==> config.mk <==
export PLATFORM = sky130hd
export DESIGN_NAME = phy_tx_serializer
export DESIGN_NICKNAME = d
export VERILOG_FILES = /design/src/rtl/phy_tx_serializer.sv
export SDC_FILE = /design/constraint.sdc
export NUM_CORES = 1
export LEC_CHECK = 0
export BUFFER_PORTS_ARGS = -buffer_cell sky130_fd_sc_hd__buf_2
export CAP_MARGIN = 20
export CORE_ASPECT_RATIO = 0.75
export CORE_MARGIN = 2
export CORE_UTILIZATION = 43
export DETAILED_ROUTE_END_ITERATION = 16
export PLACE_DENSITY_LB_ADDON = 0.05
export SLEW_MARGIN = 40
export SYNTH_ARGS = -nofsm -noshare
export SYNTH_HDL_FRONTEND = slang
export SYNTH_SLANG_ARGS = --single-unit
==> constraint.sdc <==
create_clock -name clk_32f -period 3.42 [get_ports clk_32f]
set_input_delay 0.171 -clock clk_32f [delete_from_list [all_inputs] [get_ports clk_32f]]
set_output_delay 0.171 -clock clk_32f [all_outputs]
set_load 0.02 [all_outputs]
==> src/rtl/phy_tx_serializer.sv <==
// phy_tx_serializer: interleaves four 8-bit lanes into a 32-bit serial frame on clk_32f, with idle fill.
// Optional PHY_TX_STATS_EN adds a saturating frames_sent counter.
module phy_tx_serializer #(
   parameter logic [7:0] IDLE_BYTE = 8'hBC,
   parameter bit         MSB_FIRST = 1'b1
) (
   input  logic        clk_32f,
   input  logic        rst,
   input  logic [7:0]  in0,
   input  logic [7:0]  in1,
   input  logic [7:0]  in2,
   input  logic [7:0]  in3,
   input  logic        valid0,
   input  logic        valid1,
   input  logic        valid2,
   input  logic        valid3,
   output logic        salida_tx,
   output logic        tx_ack,
   output logic        frame_start
`ifdef PHY_TX_STATS_EN
   ,
   output logic [15:0] frames_sent
`endif
);
   logic [4:0]  cnt_q, cnt_d;
   logic [31:0] sh_q, sh_d, frame;
   logic        tx_ack_q, tx_ack_d, load;
   logic [7:0]  b0, b1, b2, b3;
   always_comb begin
      b0 = valid0 ? in0 : IDLE_BYTE;
      b1 = valid1 ? in1 : IDLE_BYTE;
      b2 = valid2 ? in2 : IDLE_BYTE;
      b3 = valid3 ? in3 : IDLE_BYTE;
      // lane 0 always sits at the output end of the shift register
      frame = MSB_FIRST ? {b0, b1, b2, b3} : {b3, b2, b1, b0};
      load = cnt_q == 5'd31;
      cnt_d = cnt_q + 5'd1;
      tx_ack_d = load;
      sh_d = load ? frame : MSB_FIRST ? {sh_q[30:0], 1'b0} : {1'b0, sh_q[31:1]};
   end
   always_ff @(posedge clk_32f) begin
      if (rst) begin
         cnt_q <= 5'd0;
         sh_q <= {4{IDLE_BYTE}};
         tx_ack_q <= 1'b0;
      end else begin
         cnt_q <= cnt_d;
         sh_q <= sh_d;
         tx_ack_q <= tx_ack_d;
      end
   end
   assign salida_tx = MSB_FIRST ? sh_q[31] : sh_q[0];
   assign frame_start = cnt_q == 5'd0;
   assign tx_ack = tx_ack_q;
`ifdef PHY_TX_STATS_EN
   logic [15:0] frames_q, frames_d;
   always_comb begin
      frames_d = (load && (valid0 | valid1 | valid2 | valid3) && frames_q != 16'hFFFF) ? frames_q + 16'd1 : frames_q;
   end
   always_ff @(posedge clk_32f) begin
      if (rst) frames_q <= 16'd0;
      else frames_q <= frames_d;
   end
   assign frames_sent = frames_q;
`endif
endmodule

==> flow_summary.json <==
{
  "status": "finished clean",
  "design_area_um2": 1910,
  "final_cell_mix": "buf_2 (40), dfxtp_1 (38), nor2_1 (23)",
  "post_drt_wl_per_cell_um": 11.2,
  "gp_congestion": 0.757,
  "min_period_ps": 1720,
  "stdcell_count": 250,
  "port_buffers": 40,
  "post_synth_num_cell_types": 19,
  "worstPathArrival_ps": 1900,
  "grt_pass1_vias": 1080,
  "fp.dieH_um": 57.4,
  "drive_above_1_share_pct": 32.8,
  "max_stage_delay_ps": 490,
  "cap_violations": 0,
  "core_um2": 3660,
  "whs_ps": 133,
  "ant_nets": 0,
  "worstHoldPathCells": 2,
  "dieWidth_um": 75.2,
  "die-area_um2": 4310,
  "r2r-end": "sh_q[10]",
  "cts_tree": "done",
  "grt-ovfl-total": 0,
  "cp_max_fo": 62,
  "nNetsFinal": 239,
  "grt_pass1_wl_um": 4510,
  "placed_area_um2": 1800,
  "hp-class": "input port to flop",
  "final_common_cell": "buf_2",
  "first_pass_iters": 4,
  "drv_slew": 0,
  "power_mw": 0.857,
  "crit_chain": "ha_1 -> and3_1 -> ha_4 -> and3b_1 -> o21bai_2",
  "cts_buffers": 5,
  "synth-seq-cells": 38,
  "grt_usage_pct": 14.1,
  "avgViaCountPerCell": 4.66,
  "relSlewSlack_pct": 63.2,
  "drt_iter0_drc": 47,
  "antenna_cells": 0,
  "synth.net_count": 203,
  "finalSetupViolCount": 0,
  "cp_slowest_cell": "ha_4",
  "worst_pin_slew_ps": 552,
  "fillCellCount": 376,
  "start_util_pct": 44.6,
  "finalHoldViolCount": 0,
  "syn_to_final_growth_pct": 16.9,
  "num_vias": 1164,
  "cp-end-kind": "flop",
  "cts_setup_buffers": 0,
  "drc": 0,
  "min_from": "in3[0]",
  "placed_cells": 242,
  "wl_um": 2790,
  "netlist_instances": 161,
  "critPathLaunchType": "flop",
  "grt_max_degree": 63,
  "ys_warn_count": 0,
  "crit_type": "flop to flop",
  "rows": 19,
  "leakage_nw": 0.935,
  "post_cts_resized": 0,
  "h-tree-depth": 2,
  "avgSynthCellArea_um2": 10.1,
  "clock_skew_ps": 3.98,
  "cts_root_buf": "clkbuf_8",
  "p_per_area_nw_per_um2": 449,
  "clk_latency_ps": 290,
  "antenna_found_initial": 0,
  "cts_hold_buffers": 0,
  "yosysSeqAreaShare_pct": 46.6,
  "io_pins": 41,
  "ir_drop_mv": 0.191,
  "grt_setup_unrepaired": "false",
  "fin_crit_sh_pct": 50.3,
  "hold_end": "sh_q[0]",
  "max_freq_mhz": 581,
  "clkTransAtPathRegs_ps": 70,
  "reg2reg_depth": 5,
  "rrSetupSlack_ps": 1700,
  "tns_ps": 0,
  "multi_input_comb_area_um2": 781,
  "synth_area_um2": 1630,
  "seqCellArea_um2": 761,
  "cts.sinks": 38,
  "rr_startpoint": "cnt_q[0]",
  "cts.path.max_buffers": 2,
  "required_ps": 3600
}
metrics by stage:
| step | util, % | setup WS (ps) |
|---|---|---|
| 6_report | 52.2 | 1700 |
| 5_1_grt | 52.2 | 1570 |
| 4_1_cts | 51.9 | 1380 |
| 3_5_place_dp | 49.3 | 1400 |
| 3_3_place_gp | 49.3 | 1460 |
| 2_1_floorplan | - | 1930 |
metal layers:
metal	GRT usage [%]	part of all wire [%]	routed length [um]
met3	4.42	6.3	175
met1	17.3	48	1330
met2	21.8	44	1230
met5	0	0	0
met4	8.27	2.2	61
synthesized netlist by cell type:
| library cell | instances | share of area [%] |
|---|---|---|
| nor4b_1 | 1 | 0.54 |
| o21bai_2 | 15 | 10 |
| a21oi_1 | 11 | 3.4 |
| dfxtp_1 | 38 | 47 |
| nor2_1 | 23 | 5.3 |
| clkbuf_1 | 1 | 0.23 |
| and3b_1 | 20 | 11 |
| ha_1 | 4 | 3.1 |
| and3_1 | 2 | 0.77 |
| xnor2_1 | 1 | 0.54 |
| nand2b_1 | 11 | 4.2 |
| mux2_2 | 1 | 0.69 |
| buf_4 | 2 | 0.92 |
| buf_6 | 6 | 4.1 |
| nor2b_1 | 4 | 1.5 |
| inv_1 | 2 | 0.46 |
| o21bai_1 | 5 | 2.3 |
| nand3_1 | 12 | 3.7 |
| buf_2 | 2 | 0.61 |
how the worst max path moves through the flow:
stage	end	slack (ps)	from
floorplan	sh_q[10]	1930	cnt_q[0]
global placement	sh_q[31]	1460	cnt_q[0]
detailed placement	sh_q[10]	1400	cnt_q[0]
CTS	sh_q[10]	1380	cnt_q[0]
global route	sh_q[19]	1570	cnt_q[0]
finish	sh_q[10]	1700	cnt_q[0]
final cells by class:
| type | instances | area share, % |
|---|---|---|
| multi-input cells | 110 | 40.9 |
| flip-flops and latches | 38 | 39.8 |
| repair buffers | 40 | 10.5 |
| clock buffers | 6 | 4.33 |
| well taps | 52 | 3.41 |
| clock inverters | 2 | 0.655 |
| inverters | 2 | 0.393 |
power breakdown:
| part | internal (mW) | leakage, nW | switching [mW] | total (mW) |
|---|---|---|---|---|
| logic | 0.0394 | 0.573 | 0.0309 | 0.0703 |
| clock network | 0.162 | 0.0472 | 0.153 | 0.315 |
| registers | 0.464 | 0.315 | 0.00743 | 0.472 |
| total | 0.665 | 0.935 | 0.192 | 0.857 |
state kept, by name (all words and copies together) (netlist names):
name and cells:
cnt_q 5, tx_ack 1, sh_q 32
kinds of logic after synthesis:
logic type / share of synthesized area, %
buffers and inverters: 6.36
AO/OA/AOI/OAI: 16.0
flip-flops: 46.6
adder cells (fa/ha/maj): 3.07
XOR/XNOR: 0.536
AND/OR/NAND/NOR: 26.7
multiplexers: 0.690
worst max-delay path: cells and delay by family (launching register included):
kind	cells	cell delay (ps)
AO/OA/AOI/OAI	1	60
adder cells (fa/ha/maj)	2	690
flip-flops	1	380
AND/OR/NAND/NOR	2	480
Power figures use the tool's default switching activity.
